**src/rtl/reg_bank_arbiter_pkg.sv**
```systemverilog
// reg_bank_arbiter_pkg: shared types and constants for the register-bank arbiter
//   arb_state_t     arbiter FSM states
//   REG_RD_LATENCY  register_bank read latency, default for RD_LATENCY
package reg_bank_arbiter_pkg;

    typedef enum logic [1:0] {
        IDLE,
        ISSUE,
        RD_WAIT,
        RD_RESP
    } arb_state_t;

    localparam int REG_RD_LATENCY = 1;

endpackage

```
**src/rtl/reg_bank_arbiter_if.sv**
```systemverilog
// reg_bank_arbiter_if: requester and register_bank signals around the arbiter
//   req/req_we/req_addr/req_wdata  per-port request side, port i in slice i
//   gnt/rvalid/rdata/busy          per-port responses and arbiter status
//   mem_*                          register_bank access port
//   slave modport: arbiter view; master modport: requester/bank view
interface reg_bank_arbiter_if #(
    parameter int NUM_REQ = 2,
    parameter int ADDR_W  = 8,
    parameter int DATA_W  = 8
);
    logic [NUM_REQ-1:0]        req;
    logic [NUM_REQ-1:0]        req_we;
    logic [NUM_REQ*ADDR_W-1:0] req_addr;
    logic [NUM_REQ*DATA_W-1:0] req_wdata;
    logic [NUM_REQ-1:0]        gnt;
    logic [NUM_REQ-1:0]        rvalid;
    logic [DATA_W-1:0]         rdata;
    logic                      busy;
    logic [ADDR_W-1:0]         mem_addr;
    logic                      mem_write_en;
    logic [DATA_W-1:0]         mem_write_data;
    logic                      mem_read_strobe;
    logic [DATA_W-1:0]         mem_read_data;

    modport slave (
        input  req, req_we, req_addr, req_wdata, mem_read_data,
        output gnt, rvalid, rdata, busy, mem_addr, mem_write_en, mem_write_data, mem_read_strobe
    );

    modport master (
        output req, req_we, req_addr, req_wdata, mem_read_data,
        input  gnt, rvalid, rdata, busy, mem_addr, mem_write_en, mem_write_data, mem_read_strobe
    );

endinterface

```
**src/rtl/reg_bank_arbiter_rr_arbiter.sv**
```systemverilog
// rr_arbiter: round-robin winner select with an internal last-winner pointer
//   clk, rst    clock, synchronous active-low reset
//   req_i       per-port request vector
//   advance_i   accept the current winner; pointer moves to it
//   grant_o     one-hot winner, combinational from req_i and the pointer
//   valid_o     some port is requesting
module rr_arbiter #(
    parameter int NUM_REQ = 2
) (
    input  logic               clk,
    input  logic               rst,
    input  logic [NUM_REQ-1:0] req_i,
    input  logic               advance_i,
    output logic [NUM_REQ-1:0] grant_o,
    output logic               valid_o
);
    localparam int PW = $clog2(NUM_REQ);

    logic [PW-1:0] ptr_q, ptr_d, sel, idx;

    assign valid_o = |req_i;

    // Scan from farthest to nearest after the pointer so the nearest requester wins.
    always_comb begin
        sel = ptr_q;
        idx = ptr_q;
        for (int k = NUM_REQ; k > 0; k--) begin
            idx = PW'((int'(ptr_q) + k) % NUM_REQ);
            sel = req_i[idx] ? idx : sel;
        end
        grant_o = '0;
        grant_o[sel] = valid_o;
        ptr_d = (advance_i && valid_o) ? sel : ptr_q;
    end

    always_ff @(posedge clk) begin
        if (!rst) ptr_q <= PW'(NUM_REQ - 1);
        else      ptr_q <= ptr_d;
    end

endmodule

```
**src/rtl/reg_bank_arbiter.sv**
```systemverilog
// reg_bank_arbiter: round-robin sharing of the single-port register_bank
//   clk, rst  clock, synchronous active-low reset
//   bus       slave view of reg_bank_arbiter_if: per-port req/we/addr/wdata in,
//             gnt/rvalid/rdata/busy out, register_bank mem_* port; all outputs registered
module reg_bank_arbiter
    import reg_bank_arbiter_pkg::*;
#(
    parameter int NUM_REQ    = 2,
    parameter int ADDR_W     = 8,
    parameter int DATA_W     = 8,
    parameter int RD_LATENCY = REG_RD_LATENCY
) (
    input logic               clk,
    input logic               rst,
    reg_bank_arbiter_if.slave bus
);
    localparam int CW = $clog2(RD_LATENCY + 1);

    arb_state_t          state_q, state_d;
    logic [CW-1:0]       cnt_q, cnt_d;
    logic [NUM_REQ-1:0]  win_q, win_d, gnt_q, gnt_d, rvalid_q, rvalid_d;
    logic                we_q, we_d, busy_q, busy_d, wen_q, wen_d, rstb_q, rstb_d;
    logic [ADDR_W-1:0]   addr_q, addr_d, sel_addr;
    logic [DATA_W-1:0]   wdata_q, wdata_d, rdata_q, rdata_d, sel_wdata;
    logic [NUM_REQ-1:0]  win;
    logic                arb_valid, advance, sel_we;

    assign advance = (state_q == IDLE) && arb_valid;

    rr_arbiter #(.NUM_REQ(NUM_REQ)) u_rr (
        .clk       (clk),
        .rst       (rst),
        .req_i     (bus.req),
        .advance_i (advance),
        .grant_o   (win),
        .valid_o   (arb_valid)
    );

    // One-hot mux of the winning port's request fields.
    always_comb begin
        sel_addr  = '0;
        sel_wdata = '0;
        sel_we    = 1'b0;
        for (int i = 0; i < NUM_REQ; i++) begin
            sel_addr  = sel_addr  | (win[i] ? bus.req_addr[i*ADDR_W +: ADDR_W]  : '0);
            sel_wdata = sel_wdata | (win[i] ? bus.req_wdata[i*DATA_W +: DATA_W] : '0);
            sel_we    = sel_we    | (win[i] & bus.req_we[i]);
        end
    end

    // Outputs are computed one state ahead so they are registered and line up with the state.
    always_comb begin
        state_d  = state_q;
        cnt_d    = cnt_q;
        win_d    = win_q;
        we_d     = we_q;
        addr_d   = addr_q;
        wdata_d  = wdata_q;
        rdata_d  = rdata_q;
        gnt_d    = '0;
        rvalid_d = '0;
        wen_d    = 1'b0;
        rstb_d   = 1'b0;
        case (state_q)
            IDLE: begin
                if (arb_valid) begin
                    state_d = ISSUE;
                    win_d   = win;
                    we_d    = sel_we;
                    addr_d  = sel_addr;
                    wdata_d = sel_wdata;
                    gnt_d   = win;
                    wen_d   = sel_we;
                    rstb_d  = !sel_we;
                end
            end
            ISSUE: begin
                state_d = we_q ? IDLE : RD_WAIT;
                cnt_d   = we_q ? cnt_q : CW'(RD_LATENCY);
            end
            RD_WAIT: begin
                cnt_d = cnt_q - CW'(1);
                if (cnt_q == CW'(1)) begin
                    state_d  = RD_RESP;
                    rdata_d  = bus.mem_read_data;
                    rvalid_d = win_q;
                end
            end
            default: state_d = IDLE;
        endcase
        busy_d = (state_d != IDLE);
    end

    always_ff @(posedge clk) begin
        if (!rst) begin
            state_q  <= IDLE;
            cnt_q    <= '0;
            win_q    <= '0;
            we_q     <= 1'b0;
            addr_q   <= '0;
            wdata_q  <= '0;
            rdata_q  <= '0;
            gnt_q    <= '0;
            rvalid_q <= '0;
            wen_q    <= 1'b0;
            rstb_q   <= 1'b0;
            busy_q   <= 1'b0;
        end else begin
            state_q  <= state_d;
            cnt_q    <= cnt_d;
            win_q    <= win_d;
            we_q     <= we_d;
            addr_q   <= addr_d;
            wdata_q  <= wdata_d;
            rdata_q  <= rdata_d;
            gnt_q    <= gnt_d;
            rvalid_q <= rvalid_d;
            wen_q    <= wen_d;
            rstb_q   <= rstb_d;
            busy_q   <= busy_d;
        end
    end

    assign bus.gnt             = gnt_q;
    assign bus.rvalid          = rvalid_q;
    assign bus.rdata           = rdata_q;
    assign bus.busy            = busy_q;
    assign bus.mem_addr        = addr_q;
    assign bus.mem_write_en    = wen_q;
    assign bus.mem_write_data  = wdata_q;
    assign bus.mem_read_strobe = rstb_q;

endmodule

```
**src/flat_wrapper.sv**
```systemverilog
// flat-port wrapper written by rule: the top's interface ports become plain ports
module reg_bank_arbiter_flat import reg_bank_arbiter_pkg::*;
#(
    parameter int NUM_REQ    = 2,
    parameter int ADDR_W     = 8,
    parameter int DATA_W     = 8,
    parameter int RD_LATENCY = REG_RD_LATENCY
)
  (clk, rst, bus_req, bus_req_we, bus_req_addr, bus_req_wdata, bus_mem_read_data, bus_gnt, bus_rvalid, bus_rdata, bus_busy, bus_mem_addr, bus_mem_write_en, bus_mem_write_data, bus_mem_read_strobe);
  reg_bank_arbiter_if #(.NUM_REQ(NUM_REQ), .ADDR_W(ADDR_W), .DATA_W(DATA_W)) bus_i ();
  input logic clk;
  input logic rst;
  input wire logic [$bits(bus_i.req)-1:0] bus_req;
  input wire logic [$bits(bus_i.req_we)-1:0] bus_req_we;
  input wire logic [$bits(bus_i.req_addr)-1:0] bus_req_addr;
  input wire logic [$bits(bus_i.req_wdata)-1:0] bus_req_wdata;
  input wire logic [$bits(bus_i.mem_read_data)-1:0] bus_mem_read_data;
  output wire logic [$bits(bus_i.gnt)-1:0] bus_gnt;
  output wire logic [$bits(bus_i.rvalid)-1:0] bus_rvalid;
  output wire logic [$bits(bus_i.rdata)-1:0] bus_rdata;
  output wire logic [$bits(bus_i.busy)-1:0] bus_busy;
  output wire logic [$bits(bus_i.mem_addr)-1:0] bus_mem_addr;
  output wire logic [$bits(bus_i.mem_write_en)-1:0] bus_mem_write_en;
  output wire logic [$bits(bus_i.mem_write_data)-1:0] bus_mem_write_data;
  output wire logic [$bits(bus_i.mem_read_strobe)-1:0] bus_mem_read_strobe;
  assign bus_i.req = bus_req;
  assign bus_i.req_we = bus_req_we;
  assign bus_i.req_addr = bus_req_addr;
  assign bus_i.req_wdata = bus_req_wdata;
  assign bus_i.mem_read_data = bus_mem_read_data;
  assign bus_gnt = bus_i.gnt;
  assign bus_rvalid = bus_i.rvalid;
  assign bus_rdata = bus_i.rdata;
  assign bus_busy = bus_i.busy;
  assign bus_mem_addr = bus_i.mem_addr;
  assign bus_mem_write_en = bus_i.mem_write_en;
  assign bus_mem_write_data = bus_i.mem_write_data;
  assign bus_mem_read_strobe = bus_i.mem_read_strobe;
  reg_bank_arbiter #(.NUM_REQ(NUM_REQ), .ADDR_W(ADDR_W), .DATA_W(DATA_W), .RD_LATENCY(RD_LATENCY)) u_core (.clk(clk), .rst(rst), .bus(bus_i));
endmodule
```
**config.mk**
```make
export PLATFORM = sky130hd
export DESIGN_NAME = reg_bank_arbiter_flat
export DESIGN_NICKNAME = d
export VERILOG_FILES = /design/src/rtl/reg_bank_arbiter_pkg.sv /design/src/rtl/reg_bank_arbiter_if.sv /design/src/rtl/reg_bank_arbiter_rr_arbiter.sv /design/src/rtl/reg_bank_arbiter.sv /design/src/flat_wrapper.sv
export SDC_FILE = /design/constraint.sdc
export NUM_CORES = 1
export LEC_CHECK = 0
export ABC_AREA = 1
export BUFFER_PORTS_ARGS = -buffer_cell sky130_fd_sc_hd__buf_2
export CORE_UTILIZATION = 44
export DETAILED_ROUTE_END_ITERATION = 10
export PLACE_DENSITY = 0.75
export SYNTH_ARGS = -nofsm -noshare
export SYNTH_HDL_FRONTEND = slang
export SYNTH_HIERARCHICAL = 1
export SYNTH_SLANG_ARGS = --single-unit
```
**constraint.sdc**
```tcl
create_clock -name clk -period 1.4 [get_ports clk]
set_input_delay 0.21 -clock clk [delete_from_list [all_inputs] [get_ports clk]]
set_output_delay 0.21 -clock clk [all_outputs]
set_load 0.01 [all_outputs]
```
Word-level counts from Yosys, hierarchy flattened
Cells that the tools add are included.
{"block": "classes", "n_addsub": 3, "bitwise_logic": 6, "n_lt_le_gt_ge": 4, "mux": 18, "n_eq_ne": 3, "reduce_logical": 13}
{"op": "$mux W8", "n": 4}
{"op": "$or A8 B8 Y8", "n": 2}
{"op": "$mux W1", "n": 8}
{"op": "$lt A1 B2 Y1 const B", "n": 3}
{"op": "$mux W2", "n": 3}
{"op": "$pmux W2 S3", "n": 1}
{"op": "$reduce_and A2 Y1", "n": 3}
{"op": "$reduce_and A3 Y1", "n": 2}
{"op": "$reduce_bool A2 Y1", "n": 2}
{"op": "$logic_and A1 B1 Y1", "n": 3}
{"op": "$add A1 B1 Y1 const B", "n": 2}
{"op": "$and A1 B1 Y1", "n": 2}
{"op": "$and A2 B2 Y2", "n": 1}
{"op": "$eq A2 B1 Y1 const B", "n": 1}
{"op": "$eq A2 B2 Y1 const B", "n": 1}
{"op": "$logic_not A2 Y1", "n": 1}
{"op": "$ne A2 B2 Y1 const B", "n": 1}
{"op": "$pmux W1 S2", "n": 1}
{"op": "$reduce_or A2 Y1", "n": 1}
{"op": "$demux W1 S1", "n": 1}
{"op": "$ge A1 B1 Y1 const B", "n": 1}
{"op": "$logic_not A1 Y1", "n": 1}
{"op": "$or A1 B1 Y1", "n": 1}
{"op": "$sub A1 B1 Y1 const B", "n": 1}
{"block": "totals", "out_inout_bits": 31, "input_bits": 46, "ff_bits": 38, "wordCells": 60}

Longest topological paths before layout
{"block": "depth", "depth_word": 13, "depth_mapped": 9, "depth_no_buf": 7}

Hierarchy
Netlist, hierarchy kept.
{"mod": "reg_bank_arbiter", "seq_area_each_um2": 740.7, "area_each_um2": 1463.9, "cells_each": 212, "instances": 1}
{"mod": "rr_arbiter", "seq_area_each_um2": 20.0, "area_each_um2": 66.3, "cells_each": 12, "instances": 1}

Least setup slack after synthesis
Ideal clock, no wire load.
{"block": "synth_timing", "path_kind": "reg2reg", "start": "reg u_core.u_rr.ptr_q", "end": "reg u_core.addr_q[0], in the netlist u_core/bus.mem_addr[0]", "arrival_ns": 1.009, "setup_time_ns": 0.058, "path_buffers": 2, "slack_ns": 0.333, "t_required_ns": 1.342, "stages_incl_launch_ff": 9, "synth_period_minus_slack_ns": 1.067, "cell_sequence": "dfxtp_1 > nor2_1 > nor2_1 > buf_2 > buf_2 > nand2_1 > nand2_1 > nand2_1 > nand2_1"}
{"block": "synth_via", "elab_chain_len": 12, "elab_cells_between_ends": 17, "classes_between": "add/sub: 2; order compare: 2; mux: 10; bitwise: 2; reduce/logical: 1"}
{"item": "start, declared", "line_no": "reg_bank_arbiter_rr_arbiter.sv:19", "text": "logic [PW-1:0] ptr_q, ptr_d, sel, idx;"}
{"item": "start signal, assigned", "line_no": "reg_bank_arbiter_rr_arbiter.sv:37", "text": "if (!rst) ptr_q <= PW'(NUM_REQ - 1);"}
{"item": "start signal, assigned", "line_no": "reg_bank_arbiter_rr_arbiter.sv:38", "text": "else ptr_q <= ptr_d;"}
{"item": "$add A1 B1 Y1", "line_no": "reg_bank_arbiter_rr_arbiter.sv:28", "text": "idx = PW'((int'(ptr_q) + k) % NUM_REQ);"}
{"item": "$mux W1 (not written as such) (2 in series)", "line_no": "reg_bank_arbiter_rr_arbiter.sv:29", "text": "sel = req_i[idx] ? idx : sel;"}
{"item": "$mux W1", "line_no": "reg_bank_arbiter_rr_arbiter.sv:29"}
{"item": "$mux W1 (*)", "line_no": "reg_bank_arbiter_rr_arbiter.sv:29"}
{"item": "$lt A1 B2 Y1 (not written as such) / $ge A1 B1 Y1 (equally long branches)", "line_no": "reg_bank_arbiter_rr_arbiter.sv:32", "text": "grant_o[sel] = valid_o;"}
{"item": "$logic_and A1 B1 Y1 (not written as such)", "line_no": "reg_bank_arbiter_rr_arbiter.sv:32"}
{"item": "$mux W1 (not written as such)", "line_no": "reg_bank_arbiter_rr_arbiter.sv:32"}
{"item": "$demux W1 S1 (*)", "line_no": "reg_bank_arbiter_rr_arbiter.sv:32"}
{"item": "$and A2 B2 Y2 (no source line) (*)"}
{"item": "named net u_core.win[0]", "line_no": "reg_bank_arbiter.sv:25", "text": "logic [NUM_REQ-1:0] win;"}
{"item": "$mux W8 (*)", "line_no": "reg_bank_arbiter.sv:45", "text": "sel_addr = sel_addr | (win[i] ? bus.req_addr[i*ADDR_W +: ADDR_W] : '0);"}
{"item": "$or A8 B8 Y8 (*)", "line_no": "reg_bank_arbiter.sv:45"}
{"item": "end signal, assigned", "line_no": "reg_bank_arbiter.sv:113", "text": "addr_q <= addr_d;"}
{"item": "end, declared", "line_no": "reg_bank_arbiter.sv:23", "text": "logic [ADDR_W-1:0] addr_q, addr_d, sel_addr;"}
The timed path passes the listed nets; every way through them passes the cells marked *. The select of a mux whose other input is x is not followed.
A chain may end at the register's enable or synchronous reset.

Final worst setup path
{"block": "layout_timing", "start": "reg u_core.state_q[0]", "end": "reg u_core.we_q"}
{"block": "layout_via", "elab_chain_len": 2}
{"item": "start, declared", "line_no": "reg_bank_arbiter.sv:19", "text": "arb_state_t state_q, state_d;"}
{"item": "start signal, assigned", "line_no": "reg_bank_arbiter.sv:109", "text": "state_q <= state_d;"}
{"item": "$logic_not A2 Y1", "line_no": "reg_bank_arbiter.sv:64", "text": "case (state_q)"}
{"item": "$reduce_and A2 Y1 (no source line)"}
{"item": "end signal, assigned", "line_no": "reg_bank_arbiter.sv:112", "text": "we_q <= we_d;"}
{"item": "end, declared", "line_no": "reg_bank_arbiter.sv:22", "text": "logic we_q, we_d, busy_q, busy_d, wen_q, wen_d, rstb_q, rstb_d;"}
No other way between the ends.

==> flow_summary.yaml <==
status:
  status: "finished clean"
floorplan:
  die_area_um2: 3720
  die_h_um: 61.0
  num_io_pins: 77
  initial_core_util_pct: 45.9
  die_w_um: 61.0
  core_region_area_um2: 3340
  rows: 21
worst_setup_path:
  cpMaxStageDelayCell: "dfxtp_1"
  crit_chain: "inv_1 > nand2_1 > nor2_2 > buf_4 > nand2_1 > nand2_1"
  cp_max_fo: 9
  end_kind: "register"
  crit_top_cell: "nand2_1"
  path_class: "reg2reg"
  crit_arrival_ns: 1.37
  reg2reg_slack_ns: 0.32
  critPathMaxStageDelay_ns: 0.33
  cp_top_family: "simple AND/OR/NAND/NOR gates"
  crit_buf_inv: 2
  critPathLaunchType: "register"
  required_ns: 1.69
pwr:
  ir_drop_v: 0.000579
  power_density_nw_per_um2: 1190
  leakagePower_nw: 1.20
synth:
  mappedNetlistNets: 270
  synth_cell_types: 14
  yosys_warnings: 6
  synthCells: 224
  synth_seq_cells: 38
  ys_seq_area_share_pct: 49.7
  synth_area_per_cell_um2: 6.83
  synth_area_um2: 1530
cts:
  clk_latency_ns: 0.34
  cts_tree: "done"
  clock_path_buffers: 2
  cts_buffers: 5
  clkTransAtPathRegs_ns: 0.11
  cts_resized: 0
  cts.root.buffer_cell: "clkbuf_4"
  hold_buffers: 0
  htreeDepth: 2
  post_cts_buffers: 0
  cts_sinks: 38
placed_design:
  place.gp.congestion: 0.817
  placedCellCount: 344
  numPortBuffers: 76
  placed_cell_area_um2: 1970
  hpwl_um: 2530
sta:
  worst_pin_slew_ns: 0.250
  hold_viol_final: 0
  clock.fmax_ghz: 0.927
  grt_setup_unrepaired: "false"
  fin_crit_ns: 1.08
  hold_ws_ns: 0.0615
  drv_slew: 0
  final-setup-viol-count: 0
  finalCritPeriodShare_pct: 77.0
  fin_skew_ns: 0.00776
  max_slew_margin_pct: 83.3
  finalSetupTns_ns: 0
global_route:
  grt_pass1_vias: 1184
  grt_max_degree: 19
  antenna_found_initial: 0
  grt_pass1_wl_um: 5090
  globalRouteOverflowTotal: 0
  grt_usage_pct: 19.1
layout:
  utilization_pct: 61.6
  final_cells: 351
  fin_area_um2: 2050
  final_common_cell: "nand2_1"
  syn_to_final_growth_pct: 34.3
  nets: 351
  final_cell_mix: "nand2_1, buf_2, dfxtp_1"
  drive_gt1_share_pct: 30.8
  n_antenna_cell: 0
flow_run:
  cap_violations: 0
route:
  drc: 0
  route.detailed.wl_per_inst_um: 9.36
  first_iter_violations: 37
  drt_wl_total_um: 3290
  dr.pass1.iters: 4
  num_vias: 1538
  ant_nets: 0
  vias_per_cell: 4.38
hold_path:
  min_path_type: "in2reg"
==> kinds of logic (layout without fill, tap and decap cells) <==
| kind of cell | after synthesis | count (layout) | share of synthesized area [%] |
|---|---|---|---|
| buffers and inverters | 33 | 114 | 8.99 |
| and+or+nand+nor | 142 | 142 | 37.7 |
| AOI/OAI and AO/OA | 11 | 11 | 3.60 |
| DFF | 38 | 38 | 49.7 |
==> report_power, final <==
part / switching (W) / internal [W] / leakage [nW] / total, W
clock network: 0.000337 / 0.000416 / 0.0443 / 0.000753
registers: 0.0000455 / 0.00118 / 0.311 / 0.00122
logic: 0.000275 / 0.000194 / 0.849 / 0.000469
total: 0.000658 / 0.00178 / 1.20 / 0.00244
==> per-layer routing <==
| layer | wire length (um) | global-route usage [%] |
|---|---|---|
| met4 | 52 | 6.82 |
| met1 | 1450 | 21.5 |
| met5 | 0 | 0 |
| met3 | 259 | 8.74 |
| met2 | 1520 | 32.0 |
==> worst reg2reg max path, stage by stage, from the launching register on <==
cell,delay [ns]
dfxtp_1,0.33
inv_1,0.11
nand2_1,0.08
nor2_2,0.17
buf_4,0.20
nand2_1,0.08
nand2_1,0.06
==> registers in the layout (all words and copies together) (netlist names) <==
name	cells
u_core/bus.busy	1
u_core/bus.gnt	2
u_core/bus.mem_addr	8
u_core/bus.mem_read_strobe	1
u_core/bus.mem_write_data	8
u_core/bus.mem_write_en	1
u_core/bus.rdata	8
u_core/bus.rvalid	2
u_core/cnt_q	1
u_core/state_q	2
u_core/u_rr/ptr_q	1
u_core/we_q	1
u_core/win_q	2
==> worst paths after layout <==
check | startpoint | endpoint | depth (start not counted)
max | u_core/state_q[0]$_SDFF_PN0_ | u_core/we_q$_SDFFE_PN0P_ | 6
min | bus_mem_read_data[5] | u_core/bus.rdata[5]$_SDFFE_PN0P_ | 3
min reg2reg | u_core/win_q[1]$_SDFFE_PN0P_ | u_core/bus.rvalid[1]$_SDFF_PN0_ | 2
max reg2reg | u_core/state_q[0]$_SDFF_PN0_ | u_core/we_q$_SDFFE_PN0P_ | 6
==> per-stage QoR <==
stage                     worst slack [ns]  power [W]
final                                0.321    0.00244
after global routing                 0.166    0.00261
after CTS                            0.300    0.00247
after detailed placement             0.278    0.00172
after global placement               0.311    0.00171
after floorplan                      0.333    0.00152
==> cell type report <==
type                       instances  area [um2]
fill                             364        1280
sequential                        38         761
multi-input combinational        153         632
timing repair buffer              83         433
inverter                          24        90.1
tap                               46        57.6
clock buffer                       6        51.3
clock inverter                     1        30.0
==> synthesized netlist by cell type <==
cell type	instances	share of area [%]
o21ai_0	9	2.9
a21oi_1	1	0.33
nor2_1	7	1.7
nand2_1	110	27
o21ai_1	1	0.33
nand3_1	22	7.2
buf_2	8	2.6
inv_2	1	0.25
nor2_2	1	0.41
buf_4	1	0.49
nand3_2	1	0.65
dfxtp_1	38	50
nor2_4	1	0.74
inv_1	23	5.6
Note: power is estimated with default switching activity, not from simulation.
